<file path="config.mk">
export PLATFORM = sky130hd
export DESIGN_NAME = uart_rx_ctrl
export DESIGN_NICKNAME = d
export VERILOG_FILES = /design/src/rtl/uart_rx_ctrl.sv
export SDC_FILE = /design/constraint.sdc
export NUM_CORES = 1
export LEC_CHECK = 0
export ABC_CLOCK_PERIOD_IN_PS = 1900
export BUFFER_PORTS_ARGS = -buffer_cell sky130_fd_sc_hd__buf_4
export CAP_MARGIN = 30
export CORE_AREA = 2 2 71 46
export DETAILED_ROUTE_END_ITERATION = 16
export DIE_AREA = 0 0 73 48
export RECOVER_POWER = 25
export REMOVE_ABC_BUFFERS = 1
export SETUP_SLACK_MARGIN = 0.2
export SLEW_MARGIN = 20
export SYNTH_ARGS = -nofsm -noshare
export SYNTH_HDL_FRONTEND = slang
export SYNTH_SLANG_ARGS = --single-unit
</file>
<file path="constraint.sdc">
create_clock -name CLK -period 1.9 [get_ports CLK]
set_input_delay 0.475 -clock CLK [delete_from_list [all_inputs] [get_ports CLK]]
set_output_delay 0.475 -clock CLK [all_outputs]
set_load 0.01 [all_outputs]
</file>
<file path="src/rtl/uart_rx_ctrl.sv">
// UART receive controller: tracks bit/oversample position of an incoming frame and
// generates sampler, deserializer, parity-check and data-valid strobes plus error flags.
// Optional build macro UART_RX_START_GLITCH_CHK_EN: abort the frame when the start bit
// samples high at its bit end (false start caused by a line glitch).
module uart_rx_ctrl #(
  parameter int unsigned PRESCALE = 8
) (
  input  logic       CLK,
  input  logic       RST,
  input  logic       RX_IN,
  input  logic       PAR_EN,
  input  logic       sampled_bit,
  input  logic       calculated_par_bit,
  output logic [3:0] bit_cnt,
  output logic [4:0] edge_cnt,
  output logic       dat_samp_en,
  output logic       deser_en,
  output logic       par_chk_en,
  output logic       data_valid_en,
  output logic       par_err,
  output logic       stp_err
);

  localparam logic [4:0] EdgeLast = 5'(PRESCALE - 1);

  typedef enum logic [2:0] {
    StIdle   = 3'd0,
    StStart  = 3'd1,
    StData   = 3'd2,
    StParity = 3'd3,
    StStop   = 3'd4
  } state_e;

  state_e     state_q, state_d;
  logic [4:0] edge_q, edge_d;
  logic [3:0] bit_q, bit_d;
  logic       par_en_q, par_en_d;
  logic       par_err_q, par_err_d;
  logic       stp_err_q, stp_err_d;
  logic       bit_end;

  assign bit_end = (edge_q == EdgeLast);

  // State, counters and sticky error flags; reset forces everything idle and clear.
  always_ff @(posedge CLK or posedge RST) begin
    if (RST) begin
      state_q   <= StIdle;
      edge_q    <= '0;
      bit_q     <= '0;
      par_en_q  <= 1'b0;
      par_err_q <= 1'b0;
      stp_err_q <= 1'b0;
    end else begin
      state_q   <= state_d;
      edge_q    <= edge_d;
      bit_q     <= bit_d;
      par_en_q  <= par_en_d;
      par_err_q <= par_err_d;
      stp_err_q <= stp_err_d;
    end
  end

  // Next-state, counter advance and strobe decode; every decision is taken at bit end.
  always_comb begin
    state_d       = state_q;
    edge_d        = edge_q;
    bit_d         = bit_q;
    par_en_d      = par_en_q;
    par_err_d     = par_err_q;
    stp_err_d     = stp_err_q;
    dat_samp_en   = 1'b0;
    deser_en      = 1'b0;
    par_chk_en    = 1'b0;
    data_valid_en = 1'b0;

    if (state_q != StIdle) begin
      dat_samp_en = 1'b1;
      if (bit_end) begin
        edge_d = '0;
        bit_d  = bit_q + 4'd1;
      end else begin
        edge_d = edge_q + 5'd1;
      end
    end

    unique case (state_q)
      StIdle: begin
        if (!RX_IN) begin
          state_d   = StStart;
          edge_d    = '0;
          bit_d     = '0;
          // Frame format is latched here so mid-frame PAR_EN changes are ignored.
          par_en_d  = PAR_EN;
          par_err_d = 1'b0;
          stp_err_d = 1'b0;
        end
      end
      StStart: begin
        if (bit_end) begin
`ifdef UART_RX_START_GLITCH_CHK_EN
          if (sampled_bit) begin
            state_d = StIdle;
            edge_d  = '0;
            bit_d   = '0;
          end else begin
            state_d = StData;
          end
`else
          state_d = StData;
`endif
        end
      end
      StData: begin
        if (bit_end) begin
          deser_en = 1'b1;
          if (bit_q == 4'd8) state_d = par_en_q ? StParity : StStop;
        end
      end
      StParity: begin
        par_chk_en = 1'b1;
        if (bit_end) begin
          par_err_d = (sampled_bit != calculated_par_bit);
          state_d   = StStop;
        end
      end
      StStop: begin
        if (bit_end) begin
          stp_err_d     = !sampled_bit;
          data_valid_en = sampled_bit && !(par_en_q && par_err_q);
          state_d       = StIdle;
          edge_d        = '0;
          bit_d         = '0;
        end
      end
      default: begin
        state_d = StIdle;
        edge_d  = '0;
        bit_d   = '0;
      end
    endcase
  end

  assign bit_cnt  = bit_q;
  assign edge_cnt = edge_q;
  assign par_err  = par_err_q;
  assign stp_err  = stp_err_q;

endmodule

</file>
==> metrics.md <==
| Metric | Value |
|---|---|
| Run status | `finished, violations left` |
| Violations in the final reports | `setup timing` |
| Static leakage power | `0.601 nW` |
| Biggest cell delay along the critical path | `0.39 ns` |
| Combined flip-flop and latch cell area | `approximately 380 sq um` |
| Maximum number of pins on one net before global-route repair | `16` |
| Clock buffers created by TritonCTS | `3` |
| Number of iterations in the first detailed-routing pass | `4` |
| Max transition margin | `between 60% and 70%` |
| Total Power | `approximately 1.8 mW` |
| Clock tree skew after final layout | `0.00636 ns` |
| Cell with the largest stage delay on the worst path | `sky130_fd_sc_hd__dfrtp_1` |
| Fill count | `between 200 and 300` |
| Time the final worst path needs with I/O delays and setup | `slightly below 2 ns` |
| Per-cell via count in the routed design | `roughly 5.2` |
| Post-synth design cell area | `946 sq um` |
| Post-Synthesis Cells | `101` |
| FF-to-FF path depth | `6` |
| Layout net count | `between 100 and 150` |
| Post-synthesis sequential area ratio | `39.7%` |
| Max H-tree Level | `1` |
| HPWL after detailed placement | `around 1700 microns` |
| PnR worst setup slack | `-0.0248 ns` |
| Starting density of the core | `33.8%` |
| Final count of pins violating max slew | `0` |
| Worst Max-Slew Pin Slew | `0.596 ns` |
| Chip Width | `73 microns` |
| Cell chain of the critical path | `ha_4 -> and4bb_4 -> nand4_1 -> a21oi_2 -> buf_4` |
| Clock-pin slew of the registers on the worst-case setup and hold paths | `about 0.07 ns` |
| Tot GR Track Use | `roughly 15%` |
| Critical register-to-register path endpoint | `bit_cnt[2]$_DFF_PP0_` |
| EDFF count, synth | `0` |
| Fraction of layout cells with a size suffix above 1 | `38.6%` |
| Number of antenna violations at the first check in global routing | `0` |
| Overall via count from detail_route | `864` |
| Synth Flop Type | `sky130_fd_sc_hd__dfrtp_1` |
| Global-route wire length before repair | `approximately 3800 microns` |
| Average wire per standard cell | `14.6 microns` |
| Placed insts | `154` |
| Count of endpoints failing hold in the final timing report | `0` |
| Number of rows created at floorplan | `15` |
| Number of synthesis warnings | `0` |
| Number of ports placed on the die boundary | `21` |
| Residual antenna-violating net count after detailed routing | `0` |
| Setup_tns | `-0.0435 ns` |
| Port Buf Inserts | `20` |
| Peak fanout along the critical path | `4` |
| Area growth from synthesis to final layout | `34.1%` |
| Setup Viol. Count Final | `2` |
| Number of unique standard cell types used by synthesis | `38` |
| Last weighted congestion value of the routability-driven placer | `roughly 0.8` |
| Critical Path Sink Type | `primary output` |
| Worst R2R Start | `edge_cnt[1]$_DFF_PP0_` |
| Max-Cap Viols | `0` |
| Worst min path class | `in -> async` |
| DRC violation count after routing | `0` |
| Overall die area | `0.00350 sq mm` |
| TritonCTS clock tree | `yes` |
| Register-to-register setup slack | `around 0.32 ns` |
| Buffers from clock root to sink, at most | `2` |
| Total power per unit cell area | `between 1000 and 1500 mW/mm^2` |
| Launching element type of the critical path | `flip-flop` |
| Worst-skew pair later-pin latency | `~0.25 ns` |
| Flop and latch count out of synthesis | `15` |
| CORE AREA | `0.00280 sq mm` |
| Maximum ir drop on the vdd rail | `0.000449 V` |
| Vertical extent of the die | `48 microns` |
| Fmax | `520 MHz` |
| Final cell count without fillers | `between 150 and 200` |
| Tightest hold margin | `0.289 ns` |
| Unrepaired setup endpoints after global routing | `true` |
| Final period utilization | `101%` |
| Gr ovfl total | `0` |
| Number of antenna cells inserted | `0` |
| Async set-reset flop share out of synthesis | `100%` |
| Average cell area after synthesis | `9.37 sq um` |
| Multi-input combinational cell area | `514 sq um` |
| Final Routed Wirelength | `~2400 microns` |
| Post-place setup slack | `~0.1 ns` |
| Clock Tree Root | `sky130_fd_sc_hd__clkbuf_8` |
| Arrival time of the worst setup path | `roughly 1.5 ns` |
| Critical setup path kind | `reg -> out` |
| Clock tree sinks | `15` |
| Data required time at the worst endpoint | `around 1.4 ns` |
| Iter 0 DRT Violations | `between 40 and 50` |
| Via count of the first global-routing pass | `a little under 800` |
==> synth_stat cells, types with 2 or more instances <==
cell                       number  area [sq um]
sky130_fd_sc_hd__a31oi_1        2          12.5
sky130_fd_sc_hd__a22o_1         2          17.5
sky130_fd_sc_hd__buf_6          2          22.5
sky130_fd_sc_hd__dfrtp_1       15           375
sky130_fd_sc_hd__nor3_1         2          10.0
sky130_fd_sc_hd__o21ai_0        8          40.0
sky130_fd_sc_hd__nor2_2         2          12.5
sky130_fd_sc_hd__a21oi_1        6          30.0
sky130_fd_sc_hd__nor2_1         5          18.8
sky130_fd_sc_hd__nand3_1        4          20.0
sky130_fd_sc_hd__nand2_1        8          30.0
sky130_fd_sc_hd__inv_1          8          30.0
sky130_fd_sc_hd__o22ai_1        2          12.5
sky130_fd_sc_hd__xor2_1         3          26.3
sky130_fd_sc_hd__nand2b_1       2          12.5
sky130_fd_sc_hd__nand4_1        2          12.5
sky130_fd_sc_hd__a32o_1         2          20.0
sky130_fd_sc_hd__o31ai_1        2          15.0
sky130_fd_sc_hd__buf_2          2          10.0
sky130_fd_sc_hd__ha_1           4          50.1
==> critical path: cells and delay by family, from the launching register on <==
family	cells	cell delay (ns)
AND/OR/NAND/NOR	2	0.40
flip-flops	1	0.39
adder cells (fa/ha/maj)	1	0.16
AO/OA/AOI/OAI	1	0.12
buffers and inverters	1	0.13
==> placed cells by master, fill, tap and decap left out, types with 4 or more instances in the layout <==
master and n:
sky130_fd_sc_hd__a21oi_1 5, sky130_fd_sc_hd__buf_4 31, sky130_fd_sc_hd__dfrtp_1 13, sky130_fd_sc_hd__inv_1 8, sky130_fd_sc_hd__nand2_1 8, sky130_fd_sc_hd__nand3_1 4, sky130_fd_sc_hd__nor2_1 4, sky130_fd_sc_hd__o21ai_0 7
==> worst max-delay path by stage <==
stage                                     start             to  slack, ns  cells after the start
final                     edge_cnt[1]$_DFF_PP0_  data_valid_en      -0.02                      5
after global routing      edge_cnt[1]$_DFF_PP0_       deser_en      -0.09                      5
after CTS                 edge_cnt[1]$_DFF_PP0_  data_valid_en      -0.04                      5
after detailed placement  edge_cnt[1]$_DFF_PP0_       deser_en       0.10                      5
after global placement    edge_cnt[1]$_DFF_PP0_       deser_en       0.15                      5
after floorplan           edge_cnt[0]$_DFF_PP0_       deser_en       0.05                      4
==> through the flow <==
| step | utilization (%) | cell area, sq um |
|---|---|---|
| floorplan | - | 902 |
| global placement | 40.5 | 1130 |
| finish | 45.4 | 1270 |
| CTS | 45.1 | 1260 |
| global route | 45.4 | 1270 |
| detailed placement | 40.5 | 1130 |
==> sequential cells by signal, indices dropped and copies added, names as in the netlist <==
name	count
bit_cnt	4
stp_err	1
par_err	1
state_q	3
edge_cnt	5
par_en_q	1
==> layout make-up <==
cell class                 count  area share [%]
sequential                    15            29.8
timing repair buffer          33            19.8
inverter                       9            2.86
tap                           34            3.35
multi-input combinational     71            40.5
clock buffer                   3            3.25
clock inverter                 1           0.394
==> what timing repair did <==
action                                  CTS  global route
pin swaps                                 4             2
gates resized for setup                   6             3
setup buffers                             8             0
hold buffers                              0             0
endpoints found under the setup margin    4             5
==> cells by family (layout without fill, tap and decap cells) <==
family / after synthesis / after routing / synth area share, %
AOI/OAI and AO/OA: 30 / 30 / 21.4
xor gates and xnor gates: 4 / 4 / 3.70
adders and majority gates: 4 / 4 / 5.29
buffers and inverters: 15 / 46 / 8.47
DFF: 15 / 15 / 39.7
muxes: 1 / 1 / 1.06
and+or+nand+nor: 32 / 32 / 20.4
==> layer usage <==
metal	vias to the layer above	track usage (%)	part of all wire, %
li1	430	-	-
met1	413	21.0	53
met2	19	21.3	43
met3	2	4.63	3.7
met4	0	5.19	0.49
met5	-	0	0
==> power by group <==
part           internal (mW)  total [mW]  switching [mW]
Combinational          0.493       0.989           0.496
Sequential             0.432       0.566           0.134
Clock                  0.146       0.274           0.128
Total                   1.07        1.83           0.759
(Power assumes the default switching activity.)
